**src/rtl/narrow_pkg.sv**
```systemverilog
`default_nettype none
// ============================================================================
//  Module      : narrow_pkg
//  Description : Shared constants and helper functions for operand_narrow.
//                Range check and saturation constants for narrowing a
//                signed value into a smaller signed operand field.
//  Revision    : 1.0 - initial release
// ============================================================================
package narrow_pkg;

   // Width of the overflow event counter
   localparam int CNT_WIDTH = 8;

   // Widest value the helper functions accept; callers sign-extend into it
   localparam int MAX_WIDTH = 64;

   // A value fits in ow signed bits when every bit from ow-1 upwards equals
   // the sign bit. The caller sign-extends its value to MAX_WIDTH, so
   // checking up to the top of the wide vector is the same as checking up
   // to the original MSB.
   function automatic logic fits_check(input logic [MAX_WIDTH-1:0] value,
                                       input int ow);
      logic r_fit;
      r_fit = 1'b1;
      for (int i = 0; i < MAX_WIDTH; i++) begin
         if ((i >= ow - 1) && (value[i] != value[MAX_WIDTH-1])) begin
            r_fit = 1'b0;
         end
      end
      return r_fit;
   endfunction

   // Saturation target: largest positive ow-bit value for a non-negative
   // input, most negative ow-bit value for a negative input. Returned
   // sign-extended to MAX_WIDTH; the caller keeps the low ow bits.
   function automatic logic [MAX_WIDTH-1:0] sat_value(input logic sign,
                                                      input int   ow);
      logic [MAX_WIDTH-1:0] w_max_pos;
      w_max_pos = (MAX_WIDTH'(1) << (ow - 1)) - MAX_WIDTH'(1);
      return sign ? ~w_max_pos : w_max_pos;
   endfunction

endpackage
`default_nettype wire

```
**src/rtl/operand_narrow_if.sv**
```systemverilog
`default_nettype none
// ============================================================================
//  Module      : operand_narrow_if
//  Description : Input/output handshake bundle of the operand narrowing unit.
//                slave = narrowing unit view, master = producer/consumer view.
//  Revision    : 1.0 - initial release
// ============================================================================
interface operand_narrow_if #(
   parameter int OPERAND_WIDTH = 11,
   parameter int DATA_WIDTH    = 16
);
   import narrow_pkg::*;

   logic [DATA_WIDTH-1:0]    nar_in;
   logic                     nar_in_valid;
   logic                     nar_in_ready;
   logic                     nar_sat_en;
   logic [OPERAND_WIDTH-1:0] nar_out;
   logic                     nar_fits;
   logic                     nar_out_valid;
   logic                     nar_out_ready;
   logic                     nar_clear;
   logic [CNT_WIDTH-1:0]     nar_ovf_count;

   modport slave (
      input  nar_in, nar_in_valid, nar_sat_en, nar_out_ready, nar_clear,
      output nar_in_ready, nar_out, nar_fits, nar_out_valid, nar_ovf_count
   );

   modport master (
      output nar_in, nar_in_valid, nar_sat_en, nar_out_ready, nar_clear,
      input  nar_in_ready, nar_out, nar_fits, nar_out_valid, nar_ovf_count
   );

endinterface
`default_nettype wire

```
**src/rtl/narrow_stage.sv**
```systemverilog
`default_nettype none
// ============================================================================
//  Module      : narrow_stage
//  Description : One valid/ready pipeline register. Loads whenever it is
//                empty or its content is being taken downstream, so a full
//                pipeline can push and pop in the same cycle without a bubble.
//  Revision    : 1.0 - initial release
// ============================================================================
module narrow_stage #(
   parameter int WIDTH = 1
) (
   input  wire logic             clk,
   input  wire logic             reset,
   input  wire logic             i_valid,
   output logic                  o_ready,
   input  wire logic [WIDTH-1:0] i_data,
   output logic                  o_valid,
   input  wire logic             i_ready,
   output logic [WIDTH-1:0]      o_data
);

   logic             r_valid;
   logic [WIDTH-1:0] r_data;
   logic             w_load;

   assign w_load  = !r_valid || i_ready;
   assign o_ready = w_load;
   assign o_valid = r_valid;
   assign o_data  = r_data;

   // Capture upstream data when free; the valid bit follows upstream valid
   always_ff @(posedge clk) begin
      if (reset) begin
         r_valid <= 1'b0;
         r_data  <= '0;
      end else if (w_load) begin
         r_valid <= i_valid;
         if (i_valid) begin
            r_data <= i_data;
         end
      end
   end

endmodule
`default_nettype wire

```
**src/rtl/operand_narrow.sv**
```systemverilog
`default_nettype none
// ============================================================================
//  Module      : operand_narrow
//  Description : Two-stage pipelined narrowing of a signed DATA_WIDTH value
//                to a signed OPERAND_WIDTH operand. Reports representability,
//                truncates or saturates out-of-range values, and counts
//                delivered non-fitting results.
//  Revision    : 1.0 - initial release
// ============================================================================
module operand_narrow #(
   parameter int OPERAND_WIDTH = 11,
   parameter int DATA_WIDTH    = 16
) (
   input  wire logic        clk,
   input  wire logic        reset,
   operand_narrow_if.slave  bus
);
   import narrow_pkg::*;

   localparam int c_S1_W = DATA_WIDTH + 2;
   localparam int c_S2_W = OPERAND_WIDTH + 1;

   logic                     w_in_fits;
   logic [c_S1_W-1:0]        w_s1_pack;
   logic [c_S1_W-1:0]        w_s1_data;
   logic                     w_s1_valid;
   logic                     w_s2_ready;
   logic [DATA_WIDTH-1:0]    w_s1_in;
   logic                     w_s1_sat;
   logic                     w_s1_fits;
   logic [OPERAND_WIDTH-1:0] w_sat;
   logic [OPERAND_WIDTH-1:0] w_nar_out;
   logic [c_S2_W-1:0]        w_s2_pack;
   logic [c_S2_W-1:0]        w_s2_data;
   logic                     w_s2_valid;
   logic                     w_unused_s1;
   logic                     w_ovf_xfer;
   logic [CNT_WIDTH-1:0]     r_ovf_count;

   // Representability is decided on the raw input, before S1
   assign w_in_fits = fits_check(MAX_WIDTH'(signed'(bus.nar_in)), OPERAND_WIDTH);
   assign w_s1_pack = {bus.nar_in, bus.nar_sat_en, w_in_fits};

   narrow_stage #(.WIDTH(c_S1_W)) u_s1 (
      .clk     (clk),
      .reset   (reset),
      .i_valid (bus.nar_in_valid),
      .o_ready (bus.nar_in_ready),
      .i_data  (w_s1_pack),
      .o_valid (w_s1_valid),
      .i_ready (w_s2_ready),
      .o_data  (w_s1_data)
   );

   assign w_s1_in   = w_s1_data[c_S1_W-1:2];
   assign w_s1_sat  = w_s1_data[1];
   assign w_s1_fits = w_s1_data[0];

   // Only the sign and the low field of the carried value feed the result
   assign w_unused_s1 = ^w_s1_in;

   // Fitting values and wrap mode both keep the low bits; saturation replaces
   // them with the extreme of the input's sign
   assign w_sat     = OPERAND_WIDTH'(sat_value(w_s1_in[DATA_WIDTH-1], OPERAND_WIDTH));
   assign w_nar_out = (!w_s1_fits && w_s1_sat) ? w_sat : w_s1_in[OPERAND_WIDTH-1:0];
   assign w_s2_pack = {w_nar_out, w_s1_fits};

   narrow_stage #(.WIDTH(c_S2_W)) u_s2 (
      .clk     (clk),
      .reset   (reset),
      .i_valid (w_s1_valid),
      .o_ready (w_s2_ready),
      .i_data  (w_s2_pack),
      .o_valid (w_s2_valid),
      .i_ready (bus.nar_out_ready),
      .o_data  (w_s2_data)
   );

   assign bus.nar_out       = w_s2_data[c_S2_W-1:1];
   assign bus.nar_fits      = w_s2_data[0];
   assign bus.nar_out_valid = w_s2_valid;

   assign w_ovf_xfer = w_s2_valid && bus.nar_out_ready && !w_s2_data[0];

   // Saturating count of delivered non-fitting results; clear beats increment
   always_ff @(posedge clk) begin
      if (reset) begin
         r_ovf_count <= '0;
      end else if (bus.nar_clear) begin
         r_ovf_count <= '0;
      end else if (w_ovf_xfer && (r_ovf_count != {CNT_WIDTH{1'b1}})) begin
         r_ovf_count <= r_ovf_count + CNT_WIDTH'(1);
      end
   end

   assign bus.nar_ovf_count = r_ovf_count;

endmodule
`default_nettype wire

```
**src/flat_wrapper.sv**
```systemverilog
// flat-port wrapper written by rule: the top's interface ports become plain ports
module operand_narrow_flat import narrow_pkg::*;
#(
   parameter int OPERAND_WIDTH = 11,
   parameter int DATA_WIDTH    = 16
)
  (clk, reset, bus_nar_in, bus_nar_in_valid, bus_nar_sat_en, bus_nar_out_ready, bus_nar_clear, bus_nar_in_ready, bus_nar_out, bus_nar_fits, bus_nar_out_valid, bus_nar_ovf_count);
  operand_narrow_if #(.OPERAND_WIDTH(OPERAND_WIDTH), .DATA_WIDTH(DATA_WIDTH)) bus_i ();
  input  wire logic clk;
  input  wire logic reset;
  input wire logic [$bits(bus_i.nar_in)-1:0] bus_nar_in;
  input wire logic [$bits(bus_i.nar_in_valid)-1:0] bus_nar_in_valid;
  input wire logic [$bits(bus_i.nar_sat_en)-1:0] bus_nar_sat_en;
  input wire logic [$bits(bus_i.nar_out_ready)-1:0] bus_nar_out_ready;
  input wire logic [$bits(bus_i.nar_clear)-1:0] bus_nar_clear;
  output wire logic [$bits(bus_i.nar_in_ready)-1:0] bus_nar_in_ready;
  output wire logic [$bits(bus_i.nar_out)-1:0] bus_nar_out;
  output wire logic [$bits(bus_i.nar_fits)-1:0] bus_nar_fits;
  output wire logic [$bits(bus_i.nar_out_valid)-1:0] bus_nar_out_valid;
  output wire logic [$bits(bus_i.nar_ovf_count)-1:0] bus_nar_ovf_count;
  assign bus_i.nar_in = bus_nar_in;
  assign bus_i.nar_in_valid = bus_nar_in_valid;
  assign bus_i.nar_sat_en = bus_nar_sat_en;
  assign bus_i.nar_out_ready = bus_nar_out_ready;
  assign bus_i.nar_clear = bus_nar_clear;
  assign bus_nar_in_ready = bus_i.nar_in_ready;
  assign bus_nar_out = bus_i.nar_out;
  assign bus_nar_fits = bus_i.nar_fits;
  assign bus_nar_out_valid = bus_i.nar_out_valid;
  assign bus_nar_ovf_count = bus_i.nar_ovf_count;
  operand_narrow #(.OPERAND_WIDTH(OPERAND_WIDTH), .DATA_WIDTH(DATA_WIDTH)) u_core (.clk(clk), .reset(reset), .bus(bus_i));
endmodule
```
**config.mk**
```make
export PLATFORM = sky130hd
export DESIGN_NAME = operand_narrow_flat
export DESIGN_NICKNAME = d
export VERILOG_FILES = /design/src/rtl/narrow_pkg.sv /design/src/rtl/operand_narrow_if.sv /design/src/rtl/narrow_stage.sv /design/src/rtl/operand_narrow.sv /design/src/flat_wrapper.sv
export SDC_FILE = /design/constraint.sdc
export NUM_CORES = 1
export LEC_CHECK = 0
export BUFFER_PORTS_ARGS = -buffer_cell sky130_fd_sc_hd__buf_4
export CELL_PAD_IN_SITES_DETAIL_PLACEMENT = 0
export CELL_PAD_IN_SITES_GLOBAL_PLACEMENT = 1
export CORE_AREA = 2 2 69 71
export CTS_BUF_LIST = sky130_fd_sc_hd__clkbuf_4 sky130_fd_sc_hd__clkbuf_8
export CTS_CLUSTER_DIAMETER = 200
export DETAILED_ROUTE_END_ITERATION = 16
export DIE_AREA = 0 0 71 73
export HOLD_SLACK_MARGIN = 0.02
export PLACE_DENSITY_LB_ADDON = 0.1
export SLEW_MARGIN = 20
export SYNTH_ARGS = -nofsm -noshare
export SYNTH_HDL_FRONTEND = slang
export SYNTH_SLANG_ARGS = --single-unit
```
**constraint.sdc**
```tcl
create_clock -name clk -period 1.4 [get_ports clk]
set_clock_uncertainty 0.1 [all_clocks]
set_input_delay 0.07 -clock clk [delete_from_list [all_inputs] [get_ports clk]]
set_output_delay 0.07 -clock clk [all_outputs]
set_load 0.005 [all_outputs]
```
Word-level counts from Yosys, hierarchy flattened
Cells that the tools add are included.
Word-level totals
  output and inout port bits: 22
  input bits: 22
  register bits after elaboration: 40
  logic and storage cells: 32
Operators by class
  reduce and logical (&&, ||, !) cells: 13
  add/subtract/negate cells: 1
  mux-type cells: 7
  eq/ne operators: 6
Operators by type and width (count)
  2-to-1 mux 11 bit: 2
  adder 8 x 1 -> 8 bit (second input constant): 1
  != test 8 bit (second input constant): 1
  2-to-1 mux 1 bit: 5
  != test 1 bit: 5
  logical AND 1 bit: 4
  zero test 1 bit: 4
  AND reduction 2 bit: 2
  logical OR 1 bit: 2
  OR reduction 2 bit: 1

Logic depth before layout (Yosys ltp)
Gate-level depths: netlist of run 1.
  depth in word-level cells: 6
  depth in mapped cells: 5
  depth with buffers taken out: 5

Hierarchy
Synthesis of run 1 repeated with hierarchy kept, for this count alone.
Second synthesis, totals
  cell total of the unflattened synthesis: 212
  area total of the unflattened synthesis: 2139.6 um^2
Modules (own cells, without submodules)
  narrow_stage at u_core.u_s1: area each 991.0 um^2, cells each 86, seq. area each 380.4 um^2, times used 1
  narrow_stage at u_core.u_s2: area each 598.1 um^2, cells each 59, seq. area each 260.2 um^2, times used 1
  operand_narrow: area each 550.5 um^2, cells each 67, seq. area each 160.2 um^2, times used 1

Worst setup path before layout of run 1
OpenSTA, ideal clock, no wires.
  path kind: register to register
  from: reg u_core.r_ovf_count[0], in the netlist u_core.bus.nar_ovf_count[0]
  to: reg u_core.r_ovf_count[4], in the netlist u_core.bus.nar_ovf_count[4]
  library setup time: 59 ps
  required time: 1241 ps
  cell stages (with the launch flop): 6
  clock period less this slack: 1497 ps
  slack: -97 ps
  arrival time: 1337 ps
  path through: dfxtp_1 ha_1 nand3_1 o21ai_2 or4_1 nand2_1
Between the ends
  cells in the longest elaborated chain, start to end: 2
Ends and longest elaborated chain
  start, declared: line operand_narrow.sv:38  | logic [CNT_WIDTH-1:0] r_ovf_count;
  start signal, assigned: line operand_narrow.sv:92  | r_ovf_count <= r_ovf_count + CNT_WIDTH'(1);
  parallel branches: the longest is 2 deep, another holds adder 8 x 1 -> 8 bit
Parallel ways; which one is timed is not known.
A chain may end at the register's enable or synchronous reset.

Worst setup path in the final report of run 1
Ends and elaborated chain as after synthesis.

==> impl_metrics.env, run 1 <==
export IMPL_power_mw=2.35
export IMPL_hold_depth=4
export IMPL_final_nets=270
export IMPL_p_leak_nw=0.962
export IMPL_hpwl_um=2750
export IMPL_r2r_end="u_core.bus.nar_ovf_count[4]$_SDFFE_PP0P_"
export IMPL_synthTopCellsByArea="dfxtp_1, a21oi_1, nand2_1"
export IMPL_synth_net_count=196
export IMPL_via_per_inst=4.98
export IMPL_fillCellCount=442
export IMPL_crit_type="reg -> reg"
export IMPL_synth_commonest_cells="dfxtp_1, nand2_1, a21oi_1, nand3_1, o211ai_1"
export IMPL_ys_ff_latch=36
export IMPL_dp_slack_ps=-51.1
export IMPL_ys_seq_area_frac=0.491
export IMPL_cts_tree="built"
export IMPL_placed_area_um2=1940
export IMPL_design_area_um2=2330
export IMPL_drive_above_1_share=0.335
export IMPL_clock_latency_ps=280
export IMPL_vias=1505
export IMPL_syn_to_final_growth_pct=59.1
export IMPL_crit_slowest_cell="or4_1"
export IMPL_worstReg2RegStart="u_core.bus.nar_ovf_count[0]$_SDFFE_PP0P_"
export IMPL_die_w_um=71
export IMPL_synth_area_um2=1470
export IMPL_path_cells="ha_4 -> nand3_4 -> o21ai_4 -> or4_1 -> nand2_1"
export IMPL_avgSynthCellArea_um2=8.48
export IMPL_grt_remaining_overflow=0
export IMPL_seq_area_um2=726
export IMPL_hold_end="u_core.bus.nar_ovf_count[4]$_SDFFE_PP0P_"
export IMPL_clock_path_buffers=2
export IMPL_cp_required_ps=1530
export IMPL_critPathArrivalTime_ps=1570
export IMPL_synth_ff_type="dfxtp_1"
export IMPL_clkSinkCount=36
export IMPL_antenna_found_initial=0
export IMPL_ir_worst_vdd_mv=0.474
export IMPL_numCtsBuffers=5
export IMPL_relSlewSlack=0.754
export IMPL_min_period_ps=1440
export IMPL_drv_cap=0
export IMPL_status="finished with violations"
export IMPL_cp_start_kind="flip-flop"
export IMPL_fp_dieArea_um2=5180
export IMPL_synth_cells=173
export IMPL_ant_nets=0
export IMPL_die_y_um=73
export IMPL_route_detailed_drc=0
export IMPL_r2r_slack_ps=-40
export IMPL_ys_types=31
export IMPL_gp_congestion=0.789
export IMPL_timing_critical_path_fanout_max=4
export IMPL_yosysTopAreaCell="dfxtp_1"
export IMPL_fin_crit_sh=1.03
export IMPL_grt_usage=0.165
export IMPL_ioPinCount=44
export IMPL_critPathMaxStageDelay_ps=480
export IMPL_slew_viol_final=0
export IMPL_holdWs_ps=128
export IMPL_violations="setup timing"
export IMPL_drt_pass1_iter_count=4
export IMPL_worst_r2r_cell_count=5
export IMPL_finalHoldViolations=0
export IMPL_worstMarginPinSlew_ps=369
export IMPL_yosysMostFrequentCell="dfxtp_1"
export IMPL_fmax_mhz=694
export IMPL_ctsRootBufferMaster="clkbuf_8"
export IMPL_final_setup_worst_slack_ps=-41.5
export IMPL_synth_enable_flop_cells=0
export IMPL_cts_max_level=2
export IMPL_async_reset_ff_frac=0
export IMPL_clkTransAtPathRegs_ps=70
export IMPL_grt_pass1_wl_um=6600
export IMPL_power_density_nw_per_um2=1010
export IMPL_num_antenna_cells=0
export IMPL_yosys_area_top_type_share=0.491
export IMPL_startpoint="u_core.bus.nar_ovf_count[0]$_SDFFE_PP0P_"
export IMPL_setup_viol=1
export IMPL_std_cell_rows=25
export IMPL_multi_input_area_um2=756
export IMPL_coreArea_um2=4540
export IMPL_drtIter0Drc=28
export IMPL_numPortBuffers=43
export IMPL_wl_per_cell_um=13.3
export IMPL_grt_pass1_vias=1408
export IMPL_hold_path_class="in -> reg"
export IMPL_grt_start_max_net_pins=30
export IMPL_yosys_warnings=0
export IMPL_rsz0062_at_grt="true"
export IMPL_routed_wl_um=4020
export IMPL_cp_end_kind="flip-flop"
export IMPL_initial_core_util=0.323
export IMPL_worstHoldStart="bus_nar_clear"
report_power, final:
| part | switching, mW | leakage, nW | total [mW] | internal, mW |
|---|---|---|---|---|
| logic | 0.112 | 0.601 | 0.259 | 0.147 |
| clock network | 0.370 | 0.0645 | 0.998 | 0.628 |
| registers | 0.0235 | 0.296 | 1.09 | 1.06 |
critical path: cells and delay by family (launching register included):
family | cells | cell delay (ps)
AOI/OAI and AO/OA | 1 | 90
adders and majority gates | 1 | 170
DFF | 1 | 340
and+or+nand+nor | 3 | 690
timing repair:
item / CTS / global route
endpoints found under the hold margin: 18 / 0
buffers inserted: 3 / 0
gates resized for setup: 9 / 4
pin swaps: 2 / 1
endpoints found under the setup margin: 6 / 18
hold buffers: 18 / 0
layout by cell type (no fill, tap or decap), types with 2 or more instances in the layout:
cell,instances
dfxtp_2,4
o21ai_0,2
dfxtp_1,32
dlygate4sd3_1,18
or3_1,2
xor2_1,3
nand2_1,29
o211ai_1,12
nand2b_1,2
inv_1,2
clkbuf_8,7
buf_4,60
nand3_1,14
a21oi_1,29
nor2_1,6
or4_1,2
a311oi_1,2
and4_1,2
nor3_1,2
cell type report:
type,count,area share
Multi-Input combinational cell,123,0.324
Tap cell,54,0.0290
Sequential cell,36,0.311
Inverter,2,0.00322
Timing Repair Buffer,79,0.279
Clock buffer,7,0.0413
Clock inverter,1,0.0129
layer usage:
| layer | vias to the layer above | wire, um | global-route usage |
|---|---|---|---|
| met2 | 47 | 1920 | 0.279 |
| li1 | 761 | - | - |
| met3 | 10 | 196 | 0.0483 |
| met1 | 687 | 1800 | 0.198 |
| met4 | 0 | 95 | 0.0608 |
| met5 | - | 0 | 0 |
stage by stage:
stage	utilization	setup TNS, ps	instances
final	0.514	-41.5	302
after global routing	0.514	-236	302
after CTS	0.511	-20.3	302
after detailed placement	0.428	-121	273
after global placement	0.428	0	273
after floorplan	-	0	173
kinds of logic after synthesis:
logic type,count (synthesis),synth area share
and+or+nand+nor,69,0.231
AOI/OAI and AO/OA,48,0.200
DFF,36,0.491
buffers and inverters,14,0.0384
xor gates and xnor gates,4,0.0239
muxes,1,0.00683
adders and majority gates,1,0.00853
worst max-delay path by stage:
stage,endpoint,slack (ps),cells past startpoint
CTS,u_core.bus.nar_ovf_count[4]$_SDFFE_PP0P_,-20,5
floorplan,u_core.bus.nar_ovf_count[4]$_SDFFE_PP0P_,5,5
global placement,u_core.bus.nar_ovf_count[4]$_SDFFE_PP0P_,20,5
detailed placement,u_core.bus.nar_ovf_count[1]$_SDFFE_PP0P_,-50,5
global route,u_core.bus.nar_ovf_count[4]$_SDFFE_PP0P_,-80,5
finish,u_core.bus.nar_ovf_count[4]$_SDFFE_PP0P_,-40,5
registers in the layout (all words and copies together) (netlist names):
register and count:
u_core.u_s2.o_valid 1, u_core.u_s1.o_data 14, u_core.u_s1.o_valid 1, u_core.u_s2.o_data 12, u_core.bus.nar_ovf_count 8
No activity file was read; power rests on OpenSTA's default activity.
==> run 2, diff against run 1 <==
==> constraint.sdc (replaced) <==
create_clock -name clk -period 1.4 [get_ports clk]
set_clock_uncertainty 0.1 [all_clocks]
set_input_delay 0.14 -clock clk [delete_from_list [all_inputs] [get_ports clk]]
set_output_delay 0.14 -clock clk [all_outputs]
set_load 0.005 [all_outputs]
==> run 2 against run 1 <==
Against the previous run:
- the run still ends with setup timing left
- count of clock-buffer cells in the layout unchanged
- sequential share of layout area up 0.95 points
- sequential power about the same
- worst hold slack worse by 100 ps
- design area down 2.8%
- sequential cell count unchanged
- non-clock buffer count down 7
- fmax about the same
- combinational power down 5%
- critical path type unchanged
==> impl_metrics.env, run 2 (synthesized netlist as in run 1, its figures left out) <==
export IMPL_status="finished with violations"
export IMPL_violations="setup timing"
export IMPL_drive_above_1_share=0.349
export IMPL_worstHoldStart="bus_nar_in[10]"
export IMPL_layout_cells_non_filler=295
export IMPL_vias=1480
export IMPL_dp_cells=273
export IMPL_relSlewSlack=0.752
export IMPL_grt_start_max_net_pins=30
export IMPL_die_w_um=71
export IMPL_via_per_inst=5.02
export IMPL_fp_dieArea_um2=5180
export IMPL_worst_r2r_cell_count=5
export IMPL_layout_common_cells="buf_4, dfxtp_1, nand2_1, a21oi_1, nand3_1"
export IMPL_grt_use_met1=0.194
export IMPL_drtIter0Drc=39
export IMPL_cts_tree="built"
export IMPL_layout_commonest_cell="buf_4"
export IMPL_fmax_mhz=694
export IMPL_ir_worst_vdd_mv=0.474
export IMPL_worstReg2RegStart="u_core.bus.nar_ovf_count[0]$_SDFFE_PP0P_"
export IMPL_final_setup_worst_slack_ps=-40.9
export IMPL_cp_start_kind="flip-flop"
export IMPL_power_density_nw_per_um2=1030
export IMPL_cts_max_level=2
export IMPL_drt_pass1_iter_count=6
export IMPL_num_antenna_cells=0
export IMPL_gp_congestion=0.789
export IMPL_slew_viol_final=0
export IMPL_grt_usage=0.161
export IMPL_p_leak_nw=0.937
export IMPL_grt_pass1_wl_um=6440
export IMPL_fin_crit_sh=1.03
export IMPL_numPortBuffers=43
export IMPL_clock_latency_ps=280
export IMPL_grt_use_met2=0.269
export IMPL_clock_path_buffers=2
export IMPL_ant_nets=0
export IMPL_routed_wl_um=3980
export IMPL_timing_critical_path_fanout_max=4
export IMPL_antenna_found_initial=0
export IMPL_numCtsBuffers=5
export IMPL_crit_type="reg -> reg"
export IMPL_syn_to_final_growth_pct=54.7
export IMPL_cp_required_ps=1530
export IMPL_clkTransAtPathRegs_ps=70
export IMPL_cp_end_kind="flip-flop"
export IMPL_grtUsageMet3=0.0483
export IMPL_hold_depth=3
export IMPL_r2r_slack_ps=-40
export IMPL_largest_reg_flops=14
export IMPL_hpwl_um=2750
export IMPL_r2r_end="u_core.bus.nar_ovf_count[4]$_SDFFE_PP0P_"
export IMPL_final_nets=263
export IMPL_final_core_util=0.500
export IMPL_fillCellCount=451
export IMPL_grt_pass1_vias=1371
export IMPL_coreArea_um2=4540
export IMPL_clkSinkCount=36
export IMPL_initial_core_util=0.323
export IMPL_ctsRootBufferMaster="clkbuf_8"
export IMPL_die_y_um=73
export IMPL_critPathArrivalTime_ps=1570
export IMPL_top_usage_layer="met2"
export IMPL_dp_slack_ps=-51.1
export IMPL_drv_cap=0
export IMPL_rsz0062_at_grt="true"
export IMPL_std_cell_rows=25
export IMPL_ioPinCount=44
export IMPL_wl_per_cell_um=13.5
export IMPL_route_detailed_drc=0
export IMPL_hold_path_class="in -> reg"
export IMPL_hold_end="u_core.u_s1.o_data[12]$_SDFFE_PP0P_"
export IMPL_worstMarginPinSlew_ps=371
export IMPL_power_mw=2.33
export IMPL_min_period_ps=1440
export IMPL_setup_viol=1
export IMPL_grt_remaining_overflow=0
export IMPL_finalHoldViolations=0
==> run 2: cell count changes in the layout (fill, tap and decap cells not counted) <==
cell / delta
buf_4: -1
dfxtp_2: +1
dfxtp_1: -1
dlygate4sd3_1: -7
buf_6: +1
==> run 2: repair_timing <==
item	4_1_cts	5_1_grt
setup endpoints to repair	6	19
hold buffers	10	1
setup buffers	3	0
pin swaps	2	1
hold endpoints to repair	10	1
resized for setup	9	6
==> run 2: final cells by class <==
cell class	instances	area, um2	area share
flip-flops and latches	36	727	0.320
well taps	54	67.6	0.0298
multi-input cells	123	756	0.333
clock buffers	7	96.3	0.0425
inverters	2	7.51	0.00331
repair buffers	72	584	0.258
clock inverters	1	30.0	0.0132
==> run 2: where the power goes <==
group | switching, mW | total [mW] | internal (mW) | leakage [nW]
clock | 0.369 | 0.998 | 0.628 | 0.0645
combinational | 0.110 | 0.245 | 0.135 | 0.576
sequential | 0.0234 | 1.09 | 1.07 | 0.296
==> run 2: how the worst max path moves through the flow <==
| stage | cells past startpoint | slack, ps | end | from |
|---|---|---|---|---|
| 2_1_floorplan | 5 | 5 | u_core.bus.nar_ovf_count[4]$_SDFFE_PP0P_ | u_core.bus.nar_ovf_count[1]$_SDFFE_PP0P_ |
| 3_3_place_gp | 5 | 20 | u_core.bus.nar_ovf_count[4]$_SDFFE_PP0P_ | u_core.bus.nar_ovf_count[0]$_SDFFE_PP0P_ |
| 3_5_place_dp | 5 | -50 | u_core.bus.nar_ovf_count[1]$_SDFFE_PP0P_ | u_core.bus.nar_ovf_count[0]$_SDFFE_PP0P_ |
| 4_1_cts | 5 | -20 | u_core.bus.nar_ovf_count[4]$_SDFFE_PP0P_ | u_core.bus.nar_ovf_count[0]$_SDFFE_PP0P_ |
| 5_1_grt | 5 | -80 | u_core.bus.nar_ovf_count[4]$_SDFFE_PP0P_ | u_core.bus.nar_ovf_count[0]$_SDFFE_PP0P_ |
| 6_report | 5 | -40 | u_core.bus.nar_ovf_count[4]$_SDFFE_PP0P_ | u_core.bus.nar_ovf_count[0]$_SDFFE_PP0P_ |
==> run 2: worst max-delay path, cell delays in order, from the launching register on <==
cell	delay, ps
dfxtp_2	340
ha_4	170
nand3_4	130
o21ai_4	90
or4_1	480
nand2_1	80
==> run 2: routing by layer <==
metal / share of wire / wire [um]
met3: 0.052 / 208
met4: 0.025 / 101
met2: 0.48 / 1900
met5: 0 / 0
met1: 0.44 / 1770
==> run 2: per-stage QoR <==
stage                     hold WS [ps]  setup TNS, ps  cell area (um2)
final                             27.9          -40.9             2270
after global routing              27.1           -236             2270
after CTS                         20.0          -20.3             2240
after detailed placement           314           -121             1940
after global placement             308              0             1940
after floorplan                    187              0             1470
==> run 3, diff against run 2 <==
- ABC_AREA: default -> 1
- CORE_AREA: 2 2 69 71 -> 2 2 70 72
- DIE_AREA: 0 0 71 73 -> 0 0 72 74
==> run 3 against run 2 <==
Against the previous run:
- the run now ends clean
- largest cell class is now registers
- final cell count increased by 11%
- wire length decreased by 7.3%
- largest power group unchanged
- clock power decreased by 25%
- synthesized area increased by 3.8%
- core utilization decreased by 2.3 points
- critical path type unchanged
- worst setup slack improved by 140 ps
- design area decreased by 3.4%
- first-iteration DRC count decreased by 69%
==> impl_metrics.env, run 3 <==
export IMPL_status="finished, final reports clean"
export IMPL_placed_area_um2=1930
export IMPL_wl_per_cell_um=11.3
export IMPL_yosysTopAreaCell="dfxtp_1"
export IMPL_crit_type="reg -> reg"
export IMPL_syn_to_final_growth_pct=44.1
export IMPL_std_cell_rows=25
export IMPL_die_y_um=74
export IMPL_ys_seq_area_frac=0.474
export IMPL_num_antenna_cells=0
export IMPL_slew_viol_final=0
export IMPL_synth_commonest_cells="nor2_1, dfxtp_1, nand2_1, o21ai_0, a21oi_1"
export IMPL_hold_path_class="in -> reg"
export IMPL_grt_pass1_wl_um=6090
export IMPL_tns_ps=0
export IMPL_synth_top_family_by_area="simple AND/OR/NAND/NOR gates"
export IMPL_route_detailed_drc=0
export IMPL_yosys_warnings=0
export IMPL_dp_slack_ps=78.9
export IMPL_worstMarginPinSlew_ps=409
export IMPL_cp_start_kind="flip-flop"
export IMPL_grt_use_met2=0.276
export IMPL_numPortBuffers=43
export IMPL_multi_input_area_um2=718
export IMPL_ir_worst_vdd_mv=0.580
export IMPL_synth_net_count=227
export IMPL_drive_above_1_share=0.297
export IMPL_synth_adder_area_share=0.00822
export IMPL_yosysMostFrequentCell="nor2_1"
export IMPL_ioPinCount=44
export IMPL_power_switching_mw=0.519
export IMPL_antenna_found_initial=0
export IMPL_clock_latency_ps=280
export IMPL_avgSynthCellArea_um2=7.46
export IMPL_power_frac_comb=0.131
export IMPL_layout_commonest_cell="buf_4"
export IMPL_hpwl_um=2530
export IMPL_synthSimpleGateAreaFrac=0.299
export IMPL_p_sw_frac=0.242
export IMPL_critPathMaxStageDelay_ps=330
export IMPL_ctsRootBufferMaster="clkbuf_8"
export IMPL_crit_slowest_cell="dfxtp_1"
export IMPL_synth_xor_area_share=0.00576
export IMPL_grt_start_max_net_pins=26
export IMPL_grt_remaining_overflow=0
export IMPL_grt_use_met1=0.151
export IMPL_clock_path_buffers=2
export IMPL_initial_core_util=0.331
export IMPL_drtIter0Drc=12
export IMPL_ys_ff_latch=36
export IMPL_min_period_ps=1300
export IMPL_grt_usage=0.146
export IMPL_vias=1521
export IMPL_largest_reg_flops=14
export IMPL_power_mw=2.14
export IMPL_routed_wl_um=3680
export IMPL_grt_pass1_vias=1497
export IMPL_fillCellCount=507
export IMPL_yosys_area_top_type_share=0.474
export IMPL_fp_dieArea_um2=5330
export IMPL_p_leak_nw=0.985
export IMPL_fmax_mhz=770
export IMPL_seqPwrFrac=0.519
export IMPL_final_core_util=0.477
export IMPL_clkSinkCount=36
export IMPL_muxShareOfSynthArea=0
export IMPL_cts_tree="built"
export IMPL_final_setup_worst_slack_ps=101
export IMPL_synth_ff_type="dfxtp_1"
export IMPL_path_common_cell="nor2_1"
export IMPL_layout_common_cells="buf_4, nor2_1, dfxtp_1"
export IMPL_seq_area_um2=723
export IMPL_fin_crit_sh=0.928
export IMPL_cts_max_level=2
export IMPL_rsz0062_at_grt="true"
export IMPL_power_frac_clock=0.350
export IMPL_drv_cap=0
export IMPL_cp_end_kind="flip-flop"
export IMPL_die_w_um=72
export IMPL_design_area_um2=2190
export IMPL_critPathArrivalTime_ps=1380
export IMPL_final_nets=295
export IMPL_via_per_inst=4.65
export IMPL_coreArea_um2=4600
export IMPL_cp_required_ps=1480
export IMPL_synth_enable_flop_cells=0
export IMPL_async_reset_ff_frac=0
export IMPL_top_usage_layer="met2"
export IMPL_finalHoldViolations=0
export IMPL_setup_viol=0
export IMPL_synthTopCellsByArea="dfxtp_1, nor2_1, o21ai_0"
export IMPL_synth_cells=204
export IMPL_synth_area_um2=1520
export IMPL_synth_compound_area_frac=0.152
export IMPL_grtUsageMet3=0.0528
export IMPL_gp_congestion=0.784
export IMPL_drt_pass1_iter_count=4
export IMPL_ant_nets=0
export IMPL_clkTransAtPathRegs_ps=70
export IMPL_power_density_nw_per_um2=978
export IMPL_timing_critical_path_fanout_max=5
export IMPL_ys_types=23
export IMPL_internal_power_mw=1.62
export IMPL_numCtsBuffers=5
export IMPL_path_cells="ha_2 -> nand2_2 -> nor2_4 -> nand2_4 -> nand2_4 -> nor2_1 -> nor2_1 -> nor2_1"
export IMPL_relSlewSlack=0.727
## run 3: cell families after synthesis
logic type,after synthesis
flops,36
simple gates,99
fa+ha+maj,1
buf+inv,21
compound gates,46
xor+xnor,1
## run 3: what timing repair did
item                                    in CTS  in global routing
resized for setup                            0                  6
endpoints found under the hold margin       14                  0
endpoints found under the setup margin       0                 10
buffers inserted                             0                  4
hold buffers                                12                  0
## run 3: layout make-up
| type | instances | area share |
|---|---|---|
| clock inverter | 2 | 0.00457 |
| multi-input combinational | 148 | 0.328 |
| tap | 54 | 0.0308 |
| timing repair buffer | 68 | 0.245 |
| inverter | 13 | 0.0240 |
| clock buffer | 6 | 0.0377 |
| sequential | 36 | 0.330 |
## run 3: power by group through the flow
stage | Sequential, mW | Clock, mW | Combinational [mW]
2_1_floorplan | 1.13 | 0 | 0.122
3_3_place_gp | 1.14 | 0 | 0.249
3_5_place_dp | 1.14 | 0 | 0.249
4_1_cts | 1.11 | 0.782 | 0.275
5_1_grt | 1.12 | 0.822 | 0.319
6_report | 1.11 | 0.750 | 0.280
## run 3: layer usage
metal | wire (um) | share of wire
met5 | 0 | 0
met4 | 16 | 0.0043
met3 | 162 | 0.044
met2 | 1880 | 0.51
met1 | 1620 | 0.44
## run 3: through the flow
stage | hold WS [ps] | instances
2_1_floorplan | 109 | 204
3_3_place_gp | 245 | 302
3_5_place_dp | 250 | 302
4_1_cts | 25.4 | 322
5_1_grt | 40.6 | 327
6_report | 25.4 | 327
## run 3: worst max-delay path, delay by kind of cell (launching register included)
kind	cells	cell delay, ps
flops	1	330
simple gates	7	590
fa+ha+maj	1	190
## run 3: path summary, 6_finish.rpt
check | from | endpoint | slack [ps] | depth (start not counted)
worst min register to register | u_core.u_s1.o_data[5]$_SDFFE_PP0P_ | u_core.u_s2.o_data[4]$_SDFFE_PP0P_ | 360 | 2
worst max-delay path | u_core.bus.nar_ovf_count[0]$_SDFFE_PP0P_ | u_core.bus.nar_ovf_count[7]$_SDFFE_PP0P_ | 100 | 8
worst max register to register | u_core.bus.nar_ovf_count[0]$_SDFFE_PP0P_ | u_core.bus.nar_ovf_count[7]$_SDFFE_PP0P_ | 100 | 8
worst min-delay path | bus_nar_clear | u_core.bus.nar_ovf_count[0]$_SDFFE_PP0P_ | 30 | 4
